--- config.mk ---
export PLATFORM = sky130hd
export DESIGN_NAME = miriscv_lsu_resp_tracker_flat
export DESIGN_NICKNAME = d
export VERILOG_FILES = /design/src/rtl/miriscv_lsu_resp_tracker_pkg.sv /design/src/rtl/miriscv_lsu_resp_tracker_if.sv /design/src/rtl/miriscv_lsu_resp_tracker_load_align.sv /design/src/rtl/miriscv_lsu_resp_tracker.sv /design/src/flat_wrapper.sv
export SDC_FILE = /design/constraint.sdc
export NUM_CORES = 1
export LEC_CHECK = 0
export BUFFER_PORTS_ARGS = -buffer_cell sky130_fd_sc_hd__buf_4
export CORE_MARGIN = 3
export CORE_UTILIZATION = 34
export CTS_CLUSTER_DIAMETER = 40
export DETAILED_ROUTE_END_ITERATION = 8
export SYNTH_ARGS = -nofsm -noshare
export SYNTH_HDL_FRONTEND = slang
export SYNTH_SLANG_ARGS = --single-unit
--- constraint.sdc ---
create_clock -name clk_i -period 3.8 [get_ports clk_i]
set_input_delay 1.14 -clock clk_i [delete_from_list [all_inputs] [get_ports clk_i]]
set_output_delay 1.14 -clock clk_i [all_outputs]
set_load 0.05 [all_outputs]
--- src/rtl/miriscv_lsu_resp_tracker_pkg.sv ---
// Shared types for the LSU response tracker: access-size codes,
// the outstanding-request entry and the alignment rule.
package miriscv_lsu_resp_tracker_pkg;

   localparam int MEM_ACCESS_W = 3;

   localparam logic [MEM_ACCESS_W-1:0] MEM_ACCESS_WORD  = 3'd0;
   localparam logic [MEM_ACCESS_W-1:0] MEM_ACCESS_HALF  = 3'd1;
   localparam logic [MEM_ACCESS_W-1:0] MEM_ACCESS_BYTE  = 3'd2;
   localparam logic [MEM_ACCESS_W-1:0] MEM_ACCESS_DWORD = 3'd3;
   localparam logic [MEM_ACCESS_W-1:0] MEM_ACCESS_UHALF = 3'd4;
   localparam logic [MEM_ACCESS_W-1:0] MEM_ACCESS_UBYTE = 3'd5;
   localparam logic [MEM_ACCESS_W-1:0] MEM_ACCESS_UWORD = 3'd6;

   // Byte offset held at the widest supported width (XLEN=64).
   localparam int LSB_MAX_W = 3;

   typedef struct packed {
      logic                    we;
      logic [MEM_ACCESS_W-1:0] size;
      logic [LSB_MAX_W-1:0]    addr_lsb;
      logic                    discard;
   } lsu_pend_t;

   // HALF at offset 1 stays legal: it never leaves the 32-bit word.
   function automatic logic lsu_is_aligned(
      input logic [MEM_ACCESS_W-1:0] size,
      input logic [LSB_MAX_W-1:0]    lsb
   );
      logic ok;
      case (size)
         MEM_ACCESS_DWORD: ok = (lsb == 3'd0);
         MEM_ACCESS_WORD,
         MEM_ACCESS_UWORD: ok = (lsb[1:0] == 2'd0);
         MEM_ACCESS_HALF,
         MEM_ACCESS_UHALF: ok = (lsb[1:0] != 2'd3);
         default:          ok = 1'b1;
      endcase
      return ok;
   endfunction

endpackage

--- src/rtl/miriscv_lsu_resp_tracker_if.sv ---
// Request/response bundle between the M/MP stages, the data bus
// and the response tracker.
interface miriscv_lsu_resp_tracker_if
   import miriscv_lsu_resp_tracker_pkg::*;
#(
   parameter int XLEN = 32
);
   localparam int ADDR_LSB_W = $clog2(XLEN/8);

   logic                    req_push_i;
   logic                    req_we_i;
   logic [MEM_ACCESS_W-1:0] req_size_i;
   logic [ADDR_LSB_W-1:0]   req_addr_lsb_i;
   logic                    req_ready_o;

   logic                    data_rvalid_i;
   logic [XLEN-1:0]         data_rdata_i;

   logic                    resp_valid_o;
   logic                    resp_we_o;
   logic [XLEN-1:0]         resp_data_o;
   logic                    resp_misalign_o;

   modport master (
      output req_push_i, req_we_i, req_size_i, req_addr_lsb_i,
      output data_rvalid_i, data_rdata_i,
      input  req_ready_o,
      input  resp_valid_o, resp_we_o, resp_data_o, resp_misalign_o
   );

   modport slave (
      input  req_push_i, req_we_i, req_size_i, req_addr_lsb_i,
      input  data_rvalid_i, data_rdata_i,
      output req_ready_o,
      output resp_valid_o, resp_we_o, resp_data_o, resp_misalign_o
   );

endinterface

--- src/rtl/miriscv_lsu_resp_tracker_load_align.sv ---
// Extracts and sign/zero-extends a load from the raw bus word,
// flagging offsets the access size cannot reach.
module miriscv_lsu_load_align
   import miriscv_lsu_resp_tracker_pkg::*;
#(
   parameter int XLEN = 32
)(
   input  logic [MEM_ACCESS_W-1:0] size_i,
   input  logic [LSB_MAX_W-1:0]    addr_lsb_i,
   input  logic [XLEN-1:0]         rdata_i,
   output logic [XLEN-1:0]         data_o,
   output logic                    misalign_o
);

   localparam logic [LSB_MAX_W-1:0] LSB_MASK = LSB_MAX_W'(XLEN/8 - 1);

   logic [LSB_MAX_W-1:0] lsb;
   logic [XLEN-1:0]      sh;
   logic [XLEN-1:0]      ext;
   logic                 known;
   logic                 aligned;

   always_comb begin
      lsb     = addr_lsb_i & LSB_MASK;
      sh      = rdata_i >> {lsb, 3'b000};
      ext     = '0;
      known   = 1'b1;
      aligned = lsu_is_aligned(size_i, lsb);
      case (size_i)
         MEM_ACCESS_BYTE:  ext = XLEN'($signed(sh[7:0]));
         MEM_ACCESS_UBYTE: ext = XLEN'(sh[7:0]);
         MEM_ACCESS_HALF:  ext = XLEN'($signed(sh[15:0]));
         MEM_ACCESS_UHALF: ext = XLEN'(sh[15:0]);
         MEM_ACCESS_WORD:  ext = XLEN'($signed(sh[31:0]));
         MEM_ACCESS_UWORD: ext = XLEN'(sh[31:0]);
         MEM_ACCESS_DWORD: begin
            // Doubleword only exists on a 64-bit bus.
            if (XLEN == 64) ext = sh;
            else known = 1'b0;
         end
         default: known = 1'b0;
      endcase
      misalign_o = known & ~aligned;
      data_o     = (known & aligned) ? ext : '0;
   end

endmodule

--- src/rtl/miriscv_lsu_resp_tracker.sv ---
// In-order tracker for outstanding data-bus requests; pairs each
// rvalid with its request metadata and delivers the load result.
module miriscv_lsu_resp_tracker
   import miriscv_lsu_resp_tracker_pkg::*;
#(
   parameter int XLEN     = 32,
   parameter int DEPTH    = 4,
   parameter int REG_RESP = 0
)(
   input  logic                     clk_i,
   input  logic                     arstn_i,
   miriscv_lsu_resp_tracker_if.slave bus_if,
   input  logic                     cu_kill_i,
   output logic [$clog2(DEPTH):0]   pend_cnt_o,
   output logic                     empty_o,
   output logic                     err_unexp_o
);

   localparam int PTR_W = $clog2(DEPTH);
   localparam int CNT_W = PTR_W + 1;
   localparam logic [CNT_W-1:0] FULL = CNT_W'(DEPTH);

   lsu_pend_t          fifo_q [DEPTH];
   lsu_pend_t          fifo_d [DEPTH];
   logic [PTR_W-1:0]   wptr_q, wptr_d;
   logic [PTR_W-1:0]   rptr_q, rptr_d;
   logic [CNT_W-1:0]   cnt_q, cnt_d;

   logic               push;
   logic               pop;
   lsu_pend_t          head;

   logic               rsp_valid;
   logic               rsp_we;
   logic [XLEN-1:0]    rsp_data;
   logic               rsp_mis;
   logic [XLEN-1:0]    ld_data;
   logic               ld_mis;

   assign bus_if.req_ready_o = (cnt_q != FULL);
   assign empty_o            = (cnt_q == '0);
   assign pend_cnt_o         = cnt_q;

   assign push = bus_if.req_push_i & bus_if.req_ready_o;
   assign pop  = bus_if.data_rvalid_i & ~empty_o;
   assign head = fifo_q[rptr_q];

   assign err_unexp_o = bus_if.data_rvalid_i & empty_o;

   always_comb begin
      fifo_d = fifo_q;
      // Marking free slots too is harmless: a push overwrites them.
      if (cu_kill_i) begin
         for (int i = 0; i < DEPTH; i++) begin
            fifo_d[i].discard = 1'b1;
         end
      end
      if (push) begin
         fifo_d[wptr_q] = '{
            we:       bus_if.req_we_i,
            size:     bus_if.req_size_i,
            addr_lsb: LSB_MAX_W'(bus_if.req_addr_lsb_i),
            discard:  cu_kill_i
         };
      end
      wptr_d = wptr_q + PTR_W'(push);
      rptr_d = rptr_q + PTR_W'(pop);
      cnt_d  = cnt_q + CNT_W'(push) - CNT_W'(pop);
   end

   always_ff @(posedge clk_i or negedge arstn_i) begin
      if (!arstn_i) begin
         for (int i = 0; i < DEPTH; i++) begin
            fifo_q[i] <= '0;
         end
         wptr_q <= '0;
         rptr_q <= '0;
         cnt_q  <= '0;
      end else begin
         fifo_q <= fifo_d;
         wptr_q <= wptr_d;
         rptr_q <= rptr_d;
         cnt_q  <= cnt_d;
      end
   end

   miriscv_lsu_load_align #(
      .XLEN (XLEN)
   ) u_align (
      .size_i     (head.size),
      .addr_lsb_i (head.addr_lsb),
      .rdata_i    (bus_if.data_rdata_i),
      .data_o     (ld_data),
      .misalign_o (ld_mis)
   );

   always_comb begin
      rsp_valid = pop & ~head.discard & ~cu_kill_i;
      rsp_we    = rsp_valid & head.we;
      rsp_data  = (rsp_valid & ~head.we) ? ld_data : '0;
      rsp_mis   = rsp_valid & ~head.we & ld_mis;
   end

   generate
      if (REG_RESP != 0) begin : g_reg_resp
         logic            valid_q;
         logic            we_q;
         logic [XLEN-1:0] data_q;
         logic            mis_q;

         always_ff @(posedge clk_i or negedge arstn_i) begin
            if (!arstn_i) begin
               valid_q <= 1'b0;
               we_q    <= 1'b0;
               data_q  <= '0;
               mis_q   <= 1'b0;
            end else if (cu_kill_i) begin
               valid_q <= 1'b0;
               we_q    <= 1'b0;
               data_q  <= '0;
               mis_q   <= 1'b0;
            end else begin
               valid_q <= rsp_valid;
               we_q    <= rsp_we;
               data_q  <= rsp_data;
               mis_q   <= rsp_mis;
            end
         end

         assign bus_if.resp_valid_o    = valid_q;
         assign bus_if.resp_we_o       = we_q;
         assign bus_if.resp_data_o     = data_q;
         assign bus_if.resp_misalign_o = mis_q;
      end else begin : g_comb_resp
         assign bus_if.resp_valid_o    = rsp_valid;
         assign bus_if.resp_we_o       = rsp_we;
         assign bus_if.resp_data_o     = rsp_data;
         assign bus_if.resp_misalign_o = rsp_mis;
      end
   endgenerate

   // The requester must honour req_ready_o; an overflow push is dropped.
   a_no_push_when_full: assert property (
      @(posedge clk_i) disable iff (!arstn_i)
      !(bus_if.req_push_i && !bus_if.req_ready_o)
   );

endmodule

--- src/flat_wrapper.sv ---
// flat-port wrapper written by rule: the top's interface ports become plain ports
module miriscv_lsu_resp_tracker_flat import miriscv_lsu_resp_tracker_pkg::*;
#(
   parameter int XLEN     = 32,
   parameter int DEPTH    = 4,
   parameter int REG_RESP = 0
)
  (clk_i, arstn_i, cu_kill_i, pend_cnt_o, empty_o, err_unexp_o, bus_if_req_push_i, bus_if_req_we_i, bus_if_req_size_i, bus_if_req_addr_lsb_i, bus_if_data_rvalid_i, bus_if_data_rdata_i, bus_if_req_ready_o, bus_if_resp_valid_o, bus_if_resp_we_o, bus_if_resp_data_o, bus_if_resp_misalign_o);
  miriscv_lsu_resp_tracker_if #(.XLEN(XLEN)) bus_if_i ();
  input  logic clk_i;
  input  logic arstn_i;
  input  logic cu_kill_i;
  output logic [$clog2(DEPTH):0] pend_cnt_o;
  output logic empty_o;
  output logic err_unexp_o;
  input wire logic [$bits(bus_if_i.req_push_i)-1:0] bus_if_req_push_i;
  input wire logic [$bits(bus_if_i.req_we_i)-1:0] bus_if_req_we_i;
  input wire logic [$bits(bus_if_i.req_size_i)-1:0] bus_if_req_size_i;
  input wire logic [$bits(bus_if_i.req_addr_lsb_i)-1:0] bus_if_req_addr_lsb_i;
  input wire logic [$bits(bus_if_i.data_rvalid_i)-1:0] bus_if_data_rvalid_i;
  input wire logic [$bits(bus_if_i.data_rdata_i)-1:0] bus_if_data_rdata_i;
  output wire logic [$bits(bus_if_i.req_ready_o)-1:0] bus_if_req_ready_o;
  output wire logic [$bits(bus_if_i.resp_valid_o)-1:0] bus_if_resp_valid_o;
  output wire logic [$bits(bus_if_i.resp_we_o)-1:0] bus_if_resp_we_o;
  output wire logic [$bits(bus_if_i.resp_data_o)-1:0] bus_if_resp_data_o;
  output wire logic [$bits(bus_if_i.resp_misalign_o)-1:0] bus_if_resp_misalign_o;
  assign bus_if_i.req_push_i = bus_if_req_push_i;
  assign bus_if_i.req_we_i = bus_if_req_we_i;
  assign bus_if_i.req_size_i = bus_if_req_size_i;
  assign bus_if_i.req_addr_lsb_i = bus_if_req_addr_lsb_i;
  assign bus_if_i.data_rvalid_i = bus_if_data_rvalid_i;
  assign bus_if_i.data_rdata_i = bus_if_data_rdata_i;
  assign bus_if_req_ready_o = bus_if_i.req_ready_o;
  assign bus_if_resp_valid_o = bus_if_i.resp_valid_o;
  assign bus_if_resp_we_o = bus_if_i.resp_we_o;
  assign bus_if_resp_data_o = bus_if_i.resp_data_o;
  assign bus_if_resp_misalign_o = bus_if_i.resp_misalign_o;
  miriscv_lsu_resp_tracker #(.XLEN(XLEN), .DEPTH(DEPTH), .REG_RESP(REG_RESP)) u_core (.clk_i(clk_i), .arstn_i(arstn_i), .bus_if(bus_if_i), .cu_kill_i(cu_kill_i), .pend_cnt_o(pend_cnt_o), .empty_o(empty_o), .err_unexp_o(err_unexp_o));
endmodule
==> flow_summary_export.csv <==
group,metric,value,unit
floorplanning,die_w,91.96,um
run_status,violations,"setup timing",
yosys,synth_edf_count,0,
global_route,grt_usage,16.07,%
clock_network,cts.htree.levels,2,
yosys,synth.top_cells.by_area,"dfrtp_1 35%, mux2_2 15%, mux4_2 6.3%, mux2i_1 4.0%, a21oi_2 3.1%",
cells_and_area,area_growth,56.52,%
floorplanning,die_h,91.96,um
floorplanning,start_util,35.99,%
clock_network,clkSlewWorstSetupHoldPaths,0.07,ns
critical_path,arrival,2.67,ns
critical_path,worstSetupEndpointType,"primary output",
yosys,yosysSeqAreaShare,34.86,%
clock_network,cts_buffer_depth,2,
clock_network,cts_tree,"built",
global_route,antenna_found_initial,0,
sta,fin_crit,3.814,ns
cells_and_area,diodes,0,
placement,placed_cells,400,
placement,placed_cell_area,3520,um2
floorplanning,die_area,8457,um2
critical_path,crit_fanout,8,
critical_path,start_kind,"flip-flop",
sta,finalHoldViolCount,0,
pwr,peakVddDrop,0.4549,mV
yosys,synth_area,2512,um2
floorplanning,row_count,30,
sta,setup_violations,4,
yosys,synth.distinct_cells,43,
routing,via_per_inst,5.046,
yosys,syn_nets,272,
routing,via_count,2104,
global_route,grt-ovfl-total,0,
cells_and_area,fillers,604,
routing,routed_wl,7.038,mm
placement,dp_hpwl,5.274,mm
yosys,synthFlopType,"dfrtp_1",
yosys,postSynthAreaPerCell,11.22,um2
pwr,p_leak,0.001559,uW
placement,place.gp.congestion,0.7615,
placement,port-buffer-count,83,
cells_and_area,final_area,3933,um2
critical_path,worstSetupPathType,"flip-flop to primary output",
cells_and_area,nets,368,
min_path,hold_path.class,"flip-flop to flip-flop",
clock_network,cts_sinks,35,
global_route,grt_max_degree,36,
yosys,synth_top_area_share,34.86,%
pwr,p_total,3718,uW
run,max_cap_viol_count,0,
yosys,synthCells,224,
yosys,ys_warn_count,0,
critical_path,critPathSlowestCell,"mux4_2",
sta,drv_slew,0,
sta,fmax,0.2622,GHz
yosys,async_reset_ff_share,100.0,%
routing,first_pass_iters,4,
sta,worst_pin_slew,0.6574,ns
routing,avgRoutedWirePerCell,16.88,um
clock_network,cts_root_buffer,"clkbuf_8",
sta,min_period_over_period,100.4,%
routing,ant_nets,0,
sta,whs,0.4824,ns
yosys,synth_top_cell_by_area,"dfrtp_1",
critical_path,ff2ff_setup_slack,1.70,ns
critical_path,worstPathRequired,2.66,ns
cells_and_area,final_cells,417,
critical_path,max_stage_delay,0.50,ns
clock_network,cts_buffers,5,
sta,fin_skew,0.004828,ns
routing,drc_errors,0,
floorplanning,fp.coreArea,6982,um2
floorplanning,pin_count,84,
sta,setup_ws,-0.01384,ns
sta,max-slew-margin-rel,55.98,%
yosys,ys_ff_latch,35,
pwr,pwr_density_cell,945.4,nW/um2
critical_path,crit_path_frequent_cell,"buf_6",
cells_and_area,final_layout_size_suffix_gt1_share,62.31,%
routing,drtIter0Drc,56,
global_route,grt_pass1_wl,10.81,mm
clock_network,clock_latency,0.29,ns
run_status,status,"finished, violations left",
global_route,grt_pass1_vias,2077,
sta,rsz0062_at_grt,"yes",
critical_path,crit_chain,"buf_6, mux4_2, or3b_4, o211ai_4, nand3_4, buf_16, a211oi_4, buf_6",
## sequential cells by signal, indices dropped and copies added (netlist names)
signal,count
u_core.fifo_q,28
u_core.pend_cnt_o,3
u_core.wptr_q,2
u_core.rptr_q,2
## logic make-up (layout without fill, tap and decap cells)
kind of cell	count (synthesis)	count (layout)	share of synthesized area [%]
AO/OA/AOI/OAI	55	55	18.28
buffers and inverters	22	119	5.029
adder cells (fa/ha/maj)	5	5	2.789
XOR/XNOR	5	5	2.042
flip-flops	35	35	34.86
AND/OR/NAND/NOR	52	52	11.95
multiplexers	50	50	25.05
## what timing repair did
item / CTS / global route
buffers inserted: 2 / 4
setup endpoints to repair: 32 / 32
resized for setup: 10 / 35
hold buffers: 0 / 0
pin swaps: 1 / 2
gates cloned: 0 / 3
## cell type report
type	instances	area, um2	area share (%)
clock inverter	1	5.005	0.1273
timing repair buffer	106	996.0	25.33
multi-input combinational	167	1838	46.74
sequential	35	878.3	22.34
tap	96	120.1	3.054
clock buffer	7	76.32	1.941
inverter	5	18.77	0.4773
## synthesized netlist by cell type, types with 3 or more instances
library cell,count
xor2_1,3
a21oi_2,9
clkbuf_1,4
a21oi_1,15
a211oi_2,5
buf_6,4
mux4_2,7
nand2_1,16
buf_2,4
mux2_2,33
inv_1,5
o2bb2ai_1,8
mux2i_1,10
nand3_1,10
dfrtp_1,35
and2_1,3
a211oi_1,9
a21o_1,3
ha_1,4
nor2b_1,8
## stage by stage
step / utilization [%] / TNS, ns / worst slack (ns)
2_1_floorplan: - / -1.878 / -0.1462
3_3_place_gp: 50.41 / 0 / 0.1807
3_5_place_dp: 50.41 / 0 / 0.1363
4_1_cts: 52.62 / -0.4126 / -0.06519
5_1_grt: 56.33 / -2.789 / -0.1361
6_report: 56.33 / -0.02416 / -0.01384
## final timing paths
kind	from	end	cells past startpoint
max in group asynchronous	arstn_i	u_core.rptr_q[1]$_DFF_PN0_	1
worst max register to register	u_core.pend_cnt_o[2]$_DFF_PN0_	u_core.pend_cnt_o[2]$_DFF_PN0_	8
worst min-delay path	u_core.fifo_q[0]$_DFF_PN0_	u_core.fifo_q[0]$_DFF_PN0_	1
min in group asynchronous	arstn_i	u_core.wptr_q[1]$_DFF_PN0_	1
worst max-delay path	u_core.rptr_q[0]$_DFF_PN0_	bus_if_resp_data_o[6]	8
worst min register to register	u_core.fifo_q[0]$_DFF_PN0_	u_core.fifo_q[0]$_DFF_PN0_	1
## worst max-delay path, delay by kind of cell, from the launching register on
family / cells / cell delay, ns
AND/OR/NAND/NOR: 2 / 0.61
flip-flops: 1 / 0.44
AO/OA/AOI/OAI: 2 / 0.29
buffers and inverters: 3 / 0.54
multiplexers: 1 / 0.50
## placed cells by master, fill, tap and decap left out, types with 3 or more instances in the layout
cell type	count
a211oi_1	7
a211oi_4	7
a21o_1	3
a21oi_4	23
and2_1	3
buf_4	71
buf_6	28
clkbuf_8	5
dfrtp_1	33
ha_1	4
inv_1	5
mux2_2	33
mux2i_1	10
mux4_2	7
nand2_1	16
nand3_1	10
nor2b_1	7
o2bb2ai_1	8
xor2_1	3
## metal layers
layer  wire length [um]  up-vias  track usage, %
li1                   -     1018               -
met1               3143     1024           21.72
met2               3465       57           26.52
met3                382        5           3.774
met4                 46        0           2.970
met5                  0        -               0
## where the power goes
part	total (uW)	internal (uW)	switching, uW
registers	699	560	139
clock network	257	129	129
logic	2760	1210	1550
Note: power is estimated with default switching activity, not from simulation.
